**src/rtl/fp_exp_pkg.sv**
```systemverilog
// Shared definitions for the FP multiplier exponent/sign pipeline:
// flag bit positions, the packed flag record and an all-ones exponent helper.
package fp_exp_pkg;

  localparam int FLG_OVF  = 0;
  localparam int FLG_UNF  = 1;
  localparam int FLG_ZERO = 2;
  localparam int FLG_INF  = 3;
  localparam int FLG_NAN  = 4;
  localparam int NUM_FLG  = 5;

  // Field order matches the FLG_* indices when the struct is used as a vector.
  typedef struct packed {
    logic nan;
    logic inf;
    logic zero;
    logic unf;
    logic ovf;
  } fp_flags_t;

  function automatic logic [31:0] exp_max(input int unsigned w);
    return (32'd1 << w) - 32'd1;
  endfunction

endpackage

```
**src/rtl/fp_exp_classify.sv**
```systemverilog
// Combinational second-stage classification: debiases the exponent sum,
// resolves zero/inf/NaN operands and saturates over/underflow.
module fp_exp_classify
  import fp_exp_pkg::*;
#(
  parameter int EXP_W = 8,
  parameter int BIAS  = 127
) (
  input  logic [EXP_W:0]   sum,
  input  logic             za,
  input  logic             zb,
  input  logic             ia,
  input  logic             ib,
  output logic [EXP_W-1:0] c_exp,
  output fp_flags_t        flags
);

  localparam logic [EXP_W-1:0]        EXP_ONES = EXP_W'(exp_max(EXP_W));
  localparam logic signed [EXP_W+1:0] E_BIAS   = (EXP_W+2)'(BIAS);
  localparam logic signed [EXP_W+1:0] E_OVF    = (EXP_W+2)'(exp_max(EXP_W));
  localparam logic signed [EXP_W+1:0] E_ZERO   = '0;

  logic signed [EXP_W+1:0] e;

  // Zero-extend before subtracting so the full sum range stays positive.
  assign e = $signed({1'b0, sum}) - E_BIAS;

  // e == 0 would need a denormal result, so it flushes with the negatives.
  function automatic logic [EXP_W-1:0] sat_exp(input logic signed [EXP_W+1:0] v);
    if (v >= E_OVF) begin
      return EXP_ONES;
    end else if (v <= E_ZERO) begin
      return '0;
    end else begin
      return v[EXP_W-1:0];
    end
  endfunction

  always_comb begin
    c_exp = sat_exp(e);
    flags = '0;
    if ((za | zb) & (ia | ib)) begin
      c_exp     = EXP_ONES;
      flags.nan = 1'b1;
    end else if (ia | ib) begin
      c_exp     = EXP_ONES;
      flags.inf = 1'b1;
    end else if (za | zb) begin
      c_exp      = '0;
      flags.zero = 1'b1;
    end else if (e >= E_OVF) begin
      flags.ovf = 1'b1;
    end else if (e <= E_ZERO) begin
      flags.unf = 1'b1;
    end
  end

endmodule

```
**src/rtl/fp_exp_sign_pipe.sv**
```systemverilog
// Two-stage exponent/sign pipe with valid/ready flow control (no skid buffer).
// Optional sticky status flags: define FP_EXP_STICKY_FLAGS_EN.
module fp_exp_sign_pipe
  import fp_exp_pkg::*;
#(
  parameter int EXP_W = 8,
  parameter int BIAS  = 127
) (
  input  logic             clk,
  input  logic             rst_n,
  input  logic             in_valid,
  output logic             in_ready,
  input  logic [EXP_W-1:0] a_exp,
  input  logic [EXP_W-1:0] b_exp,
  input  logic             a_s,
  input  logic             b_s,
  output logic             out_valid,
  input  logic             out_ready,
  output logic [EXP_W-1:0] c_exp,
  output logic             c_s,
  output logic             out_ovf,
  output logic             out_unf,
  output logic             out_zero,
  output logic             out_inf,
  output logic             out_nan
`ifdef FP_EXP_STICKY_FLAGS_EN
  ,
  input  logic               sts_clr,
  output logic [NUM_FLG-1:0] sts_flags
`endif
);

  localparam logic [EXP_W-1:0] EXP_ONES = EXP_W'(exp_max(EXP_W));

  logic adv1, adv2;

  logic             vld_p1_d, vld_p1_q;
  logic [EXP_W:0]   sum_p1_d, sum_p1_q;
  logic             sgn_p1_d, sgn_p1_q;
  logic             za_p1_d, za_p1_q, zb_p1_d, zb_p1_q;
  logic             ia_p1_d, ia_p1_q, ib_p1_d, ib_p1_q;

  logic             vld_p2_d, vld_p2_q;
  logic [EXP_W-1:0] c_exp_p2_d, c_exp_p2_q;
  logic             c_s_p2_d, c_s_p2_q;
  fp_flags_t        flg_p2_d, flg_p2_q;

  logic [EXP_W-1:0] cls_exp;
  fp_flags_t        cls_flg;

  assign adv2     = ~vld_p2_q | out_ready;
  assign adv1     = ~vld_p1_q | adv2;
  assign in_ready = adv1;

  fp_exp_classify #(
    .EXP_W (EXP_W),
    .BIAS  (BIAS)
  ) u_classify (
    .sum   (sum_p1_q),
    .za    (za_p1_q),
    .zb    (zb_p1_q),
    .ia    (ia_p1_q),
    .ib    (ib_p1_q),
    .c_exp (cls_exp),
    .flags (cls_flg)
  );

  always_comb begin
    // S1: operand sum, sign and special-value detection
    vld_p1_d = vld_p1_q;
    sum_p1_d = sum_p1_q;
    sgn_p1_d = sgn_p1_q;
    za_p1_d  = za_p1_q;
    zb_p1_d  = zb_p1_q;
    ia_p1_d  = ia_p1_q;
    ib_p1_d  = ib_p1_q;
    if (adv1) begin
      vld_p1_d = in_valid;
      if (in_valid) begin
        sum_p1_d = {1'b0, a_exp} + {1'b0, b_exp};
        sgn_p1_d = a_s ^ b_s;
        za_p1_d  = (a_exp == '0);
        zb_p1_d  = (b_exp == '0);
        ia_p1_d  = (a_exp == EXP_ONES);
        ib_p1_d  = (b_exp == EXP_ONES);
      end
    end

    // S2: classified result, held while the consumer stalls
    vld_p2_d   = vld_p2_q;
    c_exp_p2_d = c_exp_p2_q;
    c_s_p2_d   = c_s_p2_q;
    flg_p2_d   = flg_p2_q;
    if (adv2) begin
      vld_p2_d = vld_p1_q;
      if (vld_p1_q) begin
        c_exp_p2_d = cls_exp;
        c_s_p2_d   = sgn_p1_q;
        flg_p2_d   = cls_flg;
      end
    end
  end

  always_ff @(posedge clk) begin
    if (!rst_n) begin
      vld_p1_q   <= 1'b0;
      sum_p1_q   <= '0;
      sgn_p1_q   <= 1'b0;
      za_p1_q    <= 1'b0;
      zb_p1_q    <= 1'b0;
      ia_p1_q    <= 1'b0;
      ib_p1_q    <= 1'b0;
      vld_p2_q   <= 1'b0;
      c_exp_p2_q <= '0;
      c_s_p2_q   <= 1'b0;
      flg_p2_q   <= '0;
    end else begin
      vld_p1_q   <= vld_p1_d;
      sum_p1_q   <= sum_p1_d;
      sgn_p1_q   <= sgn_p1_d;
      za_p1_q    <= za_p1_d;
      zb_p1_q    <= zb_p1_d;
      ia_p1_q    <= ia_p1_d;
      ib_p1_q    <= ib_p1_d;
      vld_p2_q   <= vld_p2_d;
      c_exp_p2_q <= c_exp_p2_d;
      c_s_p2_q   <= c_s_p2_d;
      flg_p2_q   <= flg_p2_d;
    end
  end

  assign out_valid = vld_p2_q;
  assign c_exp     = c_exp_p2_q;
  assign c_s       = c_s_p2_q;
  assign out_ovf   = flg_p2_q[FLG_OVF];
  assign out_unf   = flg_p2_q[FLG_UNF];
  assign out_zero  = flg_p2_q[FLG_ZERO];
  assign out_inf   = flg_p2_q[FLG_INF];
  assign out_nan   = flg_p2_q[FLG_NAN];

`ifdef FP_EXP_STICKY_FLAGS_EN
  logic [NUM_FLG-1:0] sts_d, sts_q;

  // A flag arriving with the clear wins, so no event is ever lost.
  always_comb begin
    sts_d = sts_clr ? '0 : sts_q;
    if (vld_p2_q & out_ready) begin
      sts_d = sts_d | flg_p2_q;
    end
  end

  always_ff @(posedge clk) begin
    if (!rst_n) begin
      sts_q <= '0;
    end else begin
      sts_q <= sts_d;
    end
  end

  assign sts_flags = sts_q;
`endif

endmodule

```
**config.mk**
```make
export PLATFORM = sky130hd
export DESIGN_NAME = fp_exp_sign_pipe
export DESIGN_NICKNAME = d
export VERILOG_FILES = /design/src/rtl/fp_exp_pkg.sv /design/src/rtl/fp_exp_classify.sv /design/src/rtl/fp_exp_sign_pipe.sv
export SDC_FILE = /design/constraint.sdc
export NUM_CORES = 1
export LEC_CHECK = 0
export CELL_PAD_IN_SITES_DETAIL_PLACEMENT = 0
export CELL_PAD_IN_SITES_GLOBAL_PLACEMENT = 1
export CORE_ASPECT_RATIO = 0.75
export CORE_MARGIN = 8
export CORE_UTILIZATION = 42
export CTS_BUF_LIST = sky130_fd_sc_hd__clkbuf_4 sky130_fd_sc_hd__clkbuf_8
export CTS_CLUSTER_DIAMETER = 30
export DETAILED_ROUTE_END_ITERATION = 6
export GPL_TIMING_DRIVEN = 1
export PLACE_DENSITY = 0.94
export SLEW_MARGIN = 20
export SYNTH_ARGS = -nofsm -noshare
export SYNTH_HDL_FRONTEND = slang
export SYNTH_SLANG_ARGS = --single-unit
```
**constraint.sdc**
```tcl
create_clock -name clk -period 3.4 [get_ports clk]
set_input_delay 0.34 -clock clk [delete_from_list [all_inputs] [get_ports clk]]
set_output_delay 0.34 -clock clk [all_outputs]
set_load 0.005 [all_outputs]
```
==> impl_results.md <==
- Status: finished, final reports clean
- Drt first pass iters: 4
- Period utilization: 70.3%
- Synth unique cells: 52
- Post-synth ARST share: 0%
- Maxcap violations: 0
- Longest Clk Path Bufs: 2
- Port Buffer Count: 37
- DIE AREA: 0.00679 mm²
- Worst ir drop on vdd: 0.218 mV
- Via Count: 1745
- Syn Std Cell Area: 0.00185 mm²
- Worst path required time: 3.63 ns
- Worst reg-to-reg path cell count: 6
- Met1 usage: 17.9%
- Fmax: 418 MHz
- All-Layer GR Usage: 14.2%
- Largest net degree at the start of global routing: 20
- Post-synth EDFFs: 0
- Average size of a mapped cell: 8.31 µm²
- Layout Cells excl Fill: 315
- Net count, final: 291
- Setup_tns: 0 ns
- Post-synth top area share: 32.5%
- WS Path Type: in -> reg
- TritonCTS clock tree: yes
- I/O pin total: 38
- N_diodes: 0
- Post-Syn Nets: 255
- Area leader, netlist: dfxtp_1
- CTS H-tree lvls: 2
- Critical path peak fanout: 3
- Hold-fix buffers, CTS: 0
- First-pass GRT wire length: 7780 µm
- Final Setup Violations: 0
- Skew-Pair Late Insertion Delay: 0.28 ns
- Slew margin rel.: 42.1%
- Final instance area: 0.00235 mm²
- Avg Vias per Cell: 5.54
- Routed WL: 4470 µm
- Setup crit end: sum_p1_q[6]$_SDFFE_PN0P_
- Routed Antenna Nets: 0
- Inst Count DP: 308
- # resized after CTS: 0
- Clock slew at reported path FFs: 0.06 ns
- Share of cells above drive strength 1: 5.43%
- Post-synthesis sequential area ratio: 32.5%
- Starting Density: 42.6%
- P per Cell Area: 395 mW/mm²
- CTS Buf Count: 5
- FP Rows: 21
- Filler cells: 412
- Register bit total from synthesis: 30
- Drt initial violations: 85
- Synth warn: 0
- Worst reg-to-reg setup slack: 1.42 ns
- RR Startpoint: sum_p1_q[0]$_SDFFE_PN0P_
- R2r endpoint: c_exp[3]$_SDFFE_PN0P_
- Pleak: 0.852 nW
- Synth-to-Final Area Change: 27.2%
- Largest cells by area after synthesis: dfxtp_1 33%, ha_1 6.8%, a21oi_1 5.7%
- Placed Area: 0.00223 mm²
- Post-CTS setup buffers: 0
- Mapped Cells: 222
- Die W: 92.5 µm
- Fin crit period: 2.39 ns
- Unrepaired setup endpoints after global routing: false
- Routability Congestion: 0.890
- GRT Max-Usage Layer: met2
- Layout Skew: 0.00975 ns
- Most used DFF post-synth: dfxtp_1
- Clock Tree Root: clkbuf_8
- Core ar.: 0.00434 mm²
- Final Power: 0.927 mW
- Drt drc: 0
- Worst setup startpoint: a_exp[0]
- CP startpoint kind: input pin
- Initial antenna violation count: 0
- Met3 capacity usage during global routing: 6.12%
- CP endpoint kind: flop
- Least-Margin Pin Slew: 0.866 ns
- CTS sink cnt: 30
- Vias in the first global route: 1685
- GR Util met2: 21.0%
- Post-DP HPWL: 3500 µm
- Area taken by multi-input logic gates: 0.00115 mm²
- Register area: 601 µm²
- Die Y: 73.4 µm
- Arr. time, crit path: 2.62 ns
- Hold Vio Cnt, Final: 0
- DR WL/cell: 14.2 µm
- Pins Over Slew Limit: 0
- Grt total ovfl: 0
- HP Class: reg -> reg
-- kinds of logic (layout without fill, tap and decap cells) --
group                    Yosys count  after routing  synth area share (%)
flip-flops                        30             30                  32.5
AND/OR/NAND/NOR                   95             95                  26.8
adder cells (fa/ha/maj)           11             11                  7.86
AO/OA/AOI/OAI                     57             57                  22.4
multiplexers                       2              2                  1.08
XOR/XNOR                           9              9                  4.27
buffers and inverters             18             54                  5.08
-- flip-flops by register name, indices dropped and copies added, names as in the netlist --
signal,cells
ib_p1_q,1
c_s,1
sum_p1_q,9
sgn_p1_q,1
out_ovf,1
out_unf,1
out_nan,1
out_inf,1
ia_p1_q,1
zb_p1_q,1
za_p1_q,1
out_valid,1
out_zero,1
c_exp,8
vld_p1_q,1
-- per-layer routing --
metal | part of all wire [%] | vias up
li1 | - | 889
met1 | 50 | 806
met2 | 42 | 42
met3 | 7.1 | 8
met4 | 1.1 | 0
met5 | 0 | -
-- worst max-delay path: stages --
cell and delay, ns:
clkdlybuf4s50_1 0.51, ha_1 0.18, inv_1 0.05, fa_1 0.37, nor2b_1 0.21, o31a_1 0.18
o21ai_0 0.13, a2111oi_0 0.47, a311o_1 0.17
-- metrics by stage --
| stage | utilization [%] | setup slack, ns | hold WS, ns |
|---|---|---|---|
| after floorplan | - | 1.49 | 0.432 |
| after global placement | 51.5 | 0.855 | 0.449 |
| after detailed placement | 51.5 | 0.712 | 0.453 |
| after CTS | 54.1 | 0.988 | 0.465 |
| after global routing | 54.1 | 0.772 | 0.488 |
| final | 54.1 | 1.01 | 0.460 |
-- area by class of cell --
cell class              count  share of cell area [%]
clock buffers               6                    3.52
inverters                   9                    1.44
flip-flops and latches     30                    25.6
clock inverters             1                    1.28
repair buffers             38                    16.1
well taps                  57                    3.04
multi-input cells         174                    49.0
-- report_power, final --
group	leakage, nW	switching, mW	total (mW)	internal, mW
combinational	0.550	0.0836	0.170	0.0866
clock	0.0573	0.133	0.367	0.234
sequential	0.245	0.0222	0.390	0.368
-- how the worst min path moves through the flow --
stage | start | endpoint | slack [ns] | cells after the start
floorplan | sgn_p1_q$_SDFFE_PN0P_ | c_s$_SDFFE_PN0P_ | 0.43 | 2
global placement | out_unf$_SDFFE_PN0P_ | out_unf$_SDFFE_PN0P_ | 0.45 | 2
detailed placement | c_s$_SDFFE_PN0P_ | c_s$_SDFFE_PN0P_ | 0.45 | 2
CTS | c_s$_SDFFE_PN0P_ | c_s$_SDFFE_PN0P_ | 0.46 | 2
global route | out_unf$_SDFFE_PN0P_ | out_unf$_SDFFE_PN0P_ | 0.49 | 2
finish | c_s$_SDFFE_PN0P_ | c_s$_SDFFE_PN0P_ | 0.46 | 2
-- cells in the final DEF (no fill, tap or decap), drive strengths merged, types with 7 or more instances in the layout --
master         synthesis  layout
nand4                  7       7
a21oi                 21      21
nand3                 11      11
clkdlybuf4s50          0      37
dfxtp                 30      30
ha                    10      10
nor2                  17      17
nand2                 26      26
inv                    9       9
-- synthesized netlist by cell type, types with 2 or more instances --
cell type and instances:
ha_1 10, o2111a_1 4, clkbuf_1 4, a31oi_1 3, nand4_1 7, nor4_1 5, o21ai_0 6, a21oi_1 21
nand3b_1 2, and2_1 5, xnor2_1 6, xor2_1 3, a22oi_1 2, nor2b_1 5, a211oi_1 4, nand4b_1 2
inv_1 9, a2111oi_0 2, buf_6 2, nor3_1 5, nor2_1 17, nand3_1 10, dfxtp_1 30, nand2_1 26
mux2i_1 2, and3_1 4
(Power assumes the default switching activity.)
